==> config.mk <==
export PLATFORM = sky130hd
export DESIGN_NAME = id_ex_stage
export DESIGN_NICKNAME = d
export VERILOG_FILES = /design/src/rtl/id_ex_stage.sv
export SDC_FILE = /design/constraint.sdc
export NUM_CORES = 1
export LEC_CHECK = 0
export BUFFER_PORTS_ARGS = -buffer_cell sky130_fd_sc_hd__buf_2
export CAP_MARGIN = 30
export CORE_AREA = 5 5 132 134
export CTS_CLUSTER_SIZE = 14
export DETAILED_ROUTE_END_ITERATION = 6
export DIE_AREA = 0 0 137 139
export PLACE_DENSITY_LB_ADDON = 0.05
export SLEW_MARGIN = 40
export SYNTH_ARGS = -nofsm -noshare
export SYNTH_HDL_FRONTEND = slang
export SYNTH_SLANG_ARGS = --single-unit
==> constraint.sdc <==
create_clock -name clk -period 6.8 [get_ports clk]
set_input_delay 0 -clock clk [delete_from_list [all_inputs] [get_ports clk]]
set_output_delay 0 -clock clk [all_outputs]
set_load 0.02 [all_outputs]
==> src/rtl/id_ex_stage.sv <==
// ID/EX pipeline register for the 5-stage MIPS core with load-use hazard
// detection, bubble insertion and saturating stall/flush event counters.
module id_ex_stage #(
  parameter int DATA_W = 32,
  parameter int ADDR_W = 5,
  parameter int CNT_W  = 16
) (
  input  logic              clk,
  input  logic              rst,
  input  logic              id_valid,
  input  logic [DATA_W-1:0] id_pc,
  input  logic [ADDR_W-1:0] id_rs,
  input  logic [ADDR_W-1:0] id_rt,
  input  logic [ADDR_W-1:0] id_rd,
  input  logic              id_uses_rt,
  input  logic [DATA_W-1:0] id_data1,
  input  logic [DATA_W-1:0] id_data2,
  input  logic [DATA_W-1:0] id_imm,
  input  logic              id_RegWrite,
  input  logic              id_MemRead,
  input  logic              id_MemWrite,
  input  logic              id_MemToReg,
  input  logic              id_RegDst,
  input  logic              id_ALUSrc,
  input  logic [2:0]        id_ALUOp,
  input  logic              flush,
  output logic              ex_valid,
  output logic [DATA_W-1:0] ex_pc,
  output logic [DATA_W-1:0] ex_data1,
  output logic [DATA_W-1:0] ex_data2,
  output logic [DATA_W-1:0] ex_imm,
  output logic [ADDR_W-1:0] ex_rs,
  output logic [ADDR_W-1:0] ex_rt,
  output logic [ADDR_W-1:0] ex_rd,
  output logic              ex_RegWrite,
  output logic              ex_MemRead,
  output logic              ex_MemWrite,
  output logic              ex_MemToReg,
  output logic              ex_RegDst,
  output logic              ex_ALUSrc,
  output logic [2:0]        ex_ALUOp,
  output logic              pc_write,
  output logic              ifid_write,
  output logic              stall,
  output logic [CNT_W-1:0]  stall_count,
  output logic [CNT_W-1:0]  flush_count
);

  logic              valid_q, valid_d;
  logic [DATA_W-1:0] pc_q, pc_d, data1_q, data1_d, data2_q, data2_d, imm_q, imm_d;
  logic [ADDR_W-1:0] rs_q, rs_d, rt_q, rt_d, rd_q, rd_d;
  // {RegWrite, MemRead, MemWrite, MemToReg, RegDst, ALUSrc}
  logic [5:0]        ctl_q, ctl_d;
  logic [2:0]        op_q, op_d;
  logic [CNT_W-1:0]  stall_cnt_q, stall_cnt_d, flush_cnt_q, flush_cnt_d;
  logic              hz;

  always_comb begin
    hz = valid_q & ctl_q[4] & (rt_q != '0) & id_valid &
         ((rt_q == id_rs) | (id_uses_rt & (rt_q == id_rt)));
    stall      = hz & ~flush;
    pc_write   = ~stall;
    ifid_write = ~stall;
  end

  always_comb begin
    valid_d = id_valid;
    pc_d    = id_pc;
    data1_d = id_data1;
    data2_d = id_data2;
    imm_d   = id_imm;
    rs_d    = id_rs;
    rt_d    = id_rt;
    rd_d    = id_rd;
    ctl_d   = id_valid ? {id_RegWrite, id_MemRead, id_MemWrite,
                          id_MemToReg, id_RegDst, id_ALUSrc} : 6'b0;
    op_d    = id_valid ? id_ALUOp : 3'b0;
    if (flush || stall) begin
      // Zeroed addresses keep the bubble invisible to the forwarding compare
      valid_d = 1'b0;
      pc_d    = '0;
      data1_d = '0;
      data2_d = '0;
      imm_d   = '0;
      rs_d    = '0;
      rt_d    = '0;
      rd_d    = '0;
      ctl_d   = 6'b0;
      op_d    = 3'b0;
    end
    stall_cnt_d = stall_cnt_q;
    flush_cnt_d = flush_cnt_q;
    if (stall && !(&stall_cnt_q)) stall_cnt_d = stall_cnt_q + CNT_W'(1);
    if (flush && !(&flush_cnt_q)) flush_cnt_d = flush_cnt_q + CNT_W'(1);
  end

  always_ff @(posedge clk or posedge rst) begin
    if (rst) begin
      valid_q     <= 1'b0;
      pc_q        <= '0;
      data1_q     <= '0;
      data2_q     <= '0;
      imm_q       <= '0;
      rs_q        <= '0;
      rt_q        <= '0;
      rd_q        <= '0;
      ctl_q       <= 6'b0;
      op_q        <= 3'b0;
      stall_cnt_q <= '0;
      flush_cnt_q <= '0;
    end else begin
      valid_q     <= valid_d;
      pc_q        <= pc_d;
      data1_q     <= data1_d;
      data2_q     <= data2_d;
      imm_q       <= imm_d;
      rs_q        <= rs_d;
      rt_q        <= rt_d;
      rd_q        <= rd_d;
      ctl_q       <= ctl_d;
      op_q        <= op_d;
      stall_cnt_q <= stall_cnt_d;
      flush_cnt_q <= flush_cnt_d;
    end
  end

  assign ex_valid    = valid_q;
  assign ex_pc       = pc_q;
  assign ex_data1    = data1_q;
  assign ex_data2    = data2_q;
  assign ex_imm      = imm_q;
  assign ex_rs       = rs_q;
  assign ex_rt       = rt_q;
  assign ex_rd       = rd_q;
  assign ex_RegWrite = ctl_q[5];
  assign ex_MemRead  = ctl_q[4];
  assign ex_MemWrite = ctl_q[3];
  assign ex_MemToReg = ctl_q[2];
  assign ex_RegDst   = ctl_q[1];
  assign ex_ALUSrc   = ctl_q[0];
  assign ex_ALUOp    = op_q;
  assign stall_count = stall_cnt_q;
  assign flush_count = flush_cnt_q;

endmodule

=== Yosys cells after proc, flatten, opt, wreduce, memory -nomap -nowiden ===
Index checks and enable logic that the tools add are counted.

* Word-level logic and storage cells: 45
* Flip-flop bits (word level): 185

* Bitwise gates (word level): 9
* Reductions and logical operators: 8
* Add/sub/neg operators: 2
* Muxes and demuxes: 12
* Equal/unequal tests: 2

{| class="wikitable"
|+ Operators with widths
! kind !! count
|-
| 32-bit 2-to-1 mux || 4
|-
| 16-bit by 1-bit adder with 16-bit output, second input constant || 2
|-
| 16-bit AND reduction || 2
|-
| 5-bit 2-to-1 mux || 3
|-
| 6-bit 2-to-1 mux || 2
|-
| 5-bit equality test || 2
|-
| 1-bit AND || 6
|-
| 3-bit 2-to-1 mux || 2
|-
| 5-bit nonzero test || 1
|-
| 1-bit logical AND || 2
|-
| 1-bit zero test || 2
|-
| 1-bit inverter || 2
|-
| 1-bit logical OR || 1
|-
| 1-bit 2-to-1 mux || 1
|-
| 1-bit bitwise OR || 1
|}

=== Depth between registers and ports, before layout ===
* Depth in word-level cells: 7
* Depth in mapped cells: 7

=== Worst setup path before layout ===
Ideal clock, no wire load.

* Path type: register -> register
* From: register rt_q[1], in the netlist ex_rt[1]
* To: register data1_q[0], in the netlist ex_data1[0]
* Setup slack: 4.731 ns
* Period minus slack after synthesis: 2.069 ns
* Arrival: 2.004 ns
* Path buffers: 2
* Cell stages (with the launch flop): 8
* Library setup time: 0.066 ns
* Required time: 6.734 ns
* Cells stage by stage: dfrtp_1 -> or4_1 -> o211ai_2 -> inv_2 -> a31oi_4 -> buf_6 -> buf_6 -> and2_1

* Longest elaborated chain between the ends: 7
* Elaborated cells between the ends (all ways): 11
* Those cells by class: eq/ne: 2; mux: 1; bitwise: 6; reduce/logical: 2

{| class="wikitable"
|+ RTL lines
! element !! RTL line !! RTL
|-
| start: declaration || 51 || <nowiki>logic [ADDR_W-1:0] rs_q, rs_d, rt_q, rt_d, rd_q, rd_d;</nowiki>
|-
| start signal: assignment || 118 || <nowiki>rt_q <= rt_d;</nowiki>
|-
| 5-bit equality test / 5-bit nonzero test (equally long branches) || 60, 59 ||
|-
| 1-bit AND, on equally long branches || 60, 59 ||
|-
| 1-bit bitwise OR / 1-bit AND (equally long branches) || 60, 59 ||
|-
| 1-bit AND (*) || 59 || <nowiki>hz = valid_q & ctl_q[4] & (rt_q != '0) & id_valid &</nowiki>
|-
| 1-bit AND (*) || 61 || <nowiki>stall = hz & ~flush;</nowiki>
|-
| 1-bit logical OR (*) || 78 || <nowiki>if (flush || stall) begin</nowiki>
|-
| 32-bit 2-to-1 mux (*) || 78 ||
|-
| named net data1_d[0] || 50 || <nowiki>logic [DATA_W-1:0] pc_q, pc_d, data1_q, data1_d, data2_q, data2_d, imm_q, imm_d;</nowiki>
|-
| end signal: assignment || 114 || <nowiki>data1_q <= data1_d;</nowiki>
|-
| end: declaration || 50 ||
|}

The timed path passes the listed nets; every way through them passes the cells marked *.
A chain may end at the register's enable or synchronous reset.

=== Final worst setup path ===
* From: register rt_q[1], in the netlist ex_rt[1]
* To: register data1_q[1], in the netlist ex_data1[1]

The elaborated chain is that of the path after synthesis.

==> run summary <==
GRT Util Overall: 0.213
Endpoints failing setup: 0
CTS tree: built
Synth Register Bits: 185
FF-to-FF setup slack: 4.30 ns
Die Area: 19000 µm²
Commonest cells in the netlist: 185 x dfrtp_1, 154 x and2_1, 33 x xnor2_1, 19 x nand4_1, 15 x nand2_1
Multi-input gate area: 1860 µm²
Non-Filler Cell Area, Final: 10700 µm²
Worst-path cell chain: or4_1, o211ai_2, inv_2, a31oi_4, buf_6, buf_16, and2_1
Worst relative slew slack: 0.480
Maxcap violations: 0
Detailed Place HPWL: 14000 µm
Final wirelength: 20500 µm
Max Slew Vio Count: 0
Initial antenna violation count: 1
Largest net degree at the start of global routing: 144
Area Growth Syn to Fin: 61.7%
RePlAce Congestion: 0.791
Synth warn: 0
Slew @ Worst Pin: 0.770 ns
Final Hold Viols: 0
Mapped Cells: 490
Total gr overflow: 0
Worst reg-to-reg path cell count: 7
Placed cells: 1038
Sw frac: 0.258
Cell area after synthesis: 6640 µm²
NumNets Final: 1151
Post-DRT Antenna Nets: 0
IO Pins: 345
Switching power: 0.689 mW
Cell internal pwr: 1.98 mW
DRC viols: 0
RSZ-0062 raised after global routing: false
Crit path capture type: flip-flop
Overall power: 2.67 mW
CP Data Required Time: 7.16 ns
Synth top area cells: dfrtp_1 70%, and2_1 15%, xnor2_1 4.4%, nand4_1 1.8%, buf_6 1.4%
Die width: 137 µm
Synthesized net count: 649
First drt pass iteration count: 4
Port buffer count: 344
Async S/R FF share, synth: 1.00
Initial Utilization: 0.411
Max incr delay on CP: 0.57 ns
EDFF count, synth: 0
Vias/cell: 4.41
CTS sink count: 185
DRT iter0 DRCs: 135
Fin Hold WS: 0.116 ns
Post-Route Setup TNS: 0 ns
FP Rows: 47
Synth cell types: 28
First-pass GRT wire length: 31500 µm
Hold Startpoint: id_valid
Area share of the largest cell type after synthesis: 0.697
Clock Pin Slew Worst Setup and Hold Paths: 0.07 ns
Power density over cell area: 249 nW/µm²
Hold Path Depth: 5
H-Tree Depth: 4
CTS root buffer: clkbuf_16
Leak: 5.62 nW
Core footprint: 16200 µm²
Hold endpoint: stall_count[11]
FF-to-FF End: ex_data1[1]
Final Cycle Share: 0.367
Fillers: 1187
Crit-path max FO: 90
Vias: 5404
CP Data Arrival Time: 2.85 ns
F_max: 0.401 GHz
Comb pwr share: 0.151
N_diodes: 0
Largest area contributor in the netlist: dfrtp_1
Area after DPL: 8540 µm²
Period minus WS final: 2.50 ns
Avg WL per Cell: 16.8 µm
Number of global-route vias before repair: 5965
Ys flop type: dfrtp_1
Clk_skew: 0.0140 ns
Register area share after synthesis: 0.697
Most numerous cell in the Yosys netlist: dfrtp_1
Height of the die: 139 µm
Avg Cell Area, Syn: 13.6 µm²
Core Util, Final: 0.664
CP max stage cell: or4_1
WS Path Type: flip-flop to flip-flop
Critical path startpoint category: flip-flop
CTS buffer count: 17
Final WS setup: 4.30 ns
Seq. cell area: 4630 µm²
Worst Hold Class: input port to flip-flop
Worst vdd ir: 0.162 mV
Launching point of the worst reg2reg path: ex_rt[1]
Flop pwr share: 0.453
Status: complete, no violations
CTS Buffer Depth: 2
Worst-skew pair later-pin latency: 0.43 ns
Finished Layout Cells: 1225
DP Worst Slack: 4.24 ns
Share of cells above drive strength 1: 0.385
Clock Power Share: 0.396
## layout by cell type (no fill, tap or decap), types with 2 or more instances in the layout
| cell type | netlist | routed |
|---|---|---|
| ha_1 | 2 | 2 |
| xor2_1 | 5 | 5 |
| nor3b_1 | 2 | 2 |
| nor2_1 | 4 | 4 |
| and2_1 | 154 | 154 |
| dfrtp_1 | 185 | 185 |
| bufinv_16 | 0 | 4 |
| and4_1 | 4 | 4 |
| nand3_1 | 13 | 13 |
| xnor2_1 | 33 | 33 |
| nor3_1 | 5 | 5 |
| and3_1 | 10 | 10 |
| buf_6 | 8 | 2 |
| clkbuf_16 | 0 | 17 |
| mux2_2 | 4 | 4 |
| inv_1 | 4 | 3 |
| clkinv_2 | 0 | 3 |
| nand4_1 | 19 | 19 |
| dlygate4sd3_1 | 0 | 154 |
| buf_2 | 0 | 344 |
| nand2_1 | 15 | 15 |
| nor4_1 | 3 | 3 |
| inv_6 | 0 | 5 |
| nor2b_1 | 2 | 2 |
## power by group through the flow
stage                     Combinational [mW]  Clock, mW  Sequential [mW]
after floorplan                        0.101          0             1.31
after global placement                 0.329          0             1.23
after detailed placement               0.333          0             1.23
after CTS                              0.407       1.08             1.21
after global routing                   0.437       1.13             1.22
final                                  0.404       1.06             1.21
## worst max-delay path, delay by kind of cell, from the launching register on
family	cells	cell delay, ns
AO/OA/AOI/OAI	2	0.49
AND/OR/NAND/NOR	2	0.75
buffers and inverters	3	0.69
flip-flops	1	0.44
## cell families after synthesis
family | share of synthesized area
flip-flops | 0.697
buffers and inverters | 0.0226
adder cells (fa/ha/maj) | 0.00377
AND/OR/NAND/NOR | 0.211
AO/OA/AOI/OAI | 0.00904
XOR/XNOR | 0.0501
multiplexers | 0.00678
## worst max path at each step
stage,from,endpoint,slack (ns),cells past startpoint
after detailed placement,ex_rt[1],ex_data2[17],4.24,6
after CTS,ex_rt[1],ex_pc[30],4.22,6
after global routing,ex_rt[1],ex_data2[18],4.15,7
final,ex_rt[1],ex_data1[1],4.30,7
after floorplan,rst,ctl_q[0],1.77,1
after global placement,ex_rt[1],ex_data2[15],4.07,6
## state kept, by name (all words and copies together), names as in the netlist
register and count:
flush_count 16, ex_rs 5, ex_ALUOp 3, ex_valid 1, ex_data2 32, ex_pc 32
ex_data1 32, stall_count 16, ctl_q 6, ex_rt 5, ex_rd 5, ex_imm 32
## per-layer routing
| layer | routed length, µm | global-route usage | vias to the layer above |
|---|---|---|---|
| met1 | 7660 | 0.237 | 2568 |
| met5 | 7 | 0 | - |
| met3 | 1870 | 0.0773 | 29 |
| li1 | - | - | 2579 |
| met4 | 392 | 0.0646 | 2 |
| met2 | 10600 | 0.378 | 226 |
## what timing repair did
item	4_1_cts	5_1_grt
hold endpoints to repair	273	0
buffers inserted	0	0
setup endpoints to repair	0	0
hold buffers	154	0
gates resized for setup	0	0
## area by class of cell
type | count | area share
tap | 220 | 0.0256
clock inverter | 13 | 0.0175
timing repair buffer | 501 | 0.308
clock buffer | 19 | 0.0412
inverter | 5 | 0.00291
multi-input combinational | 282 | 0.174
sequential | 185 | 0.431
(Power assumes the default switching activity.)
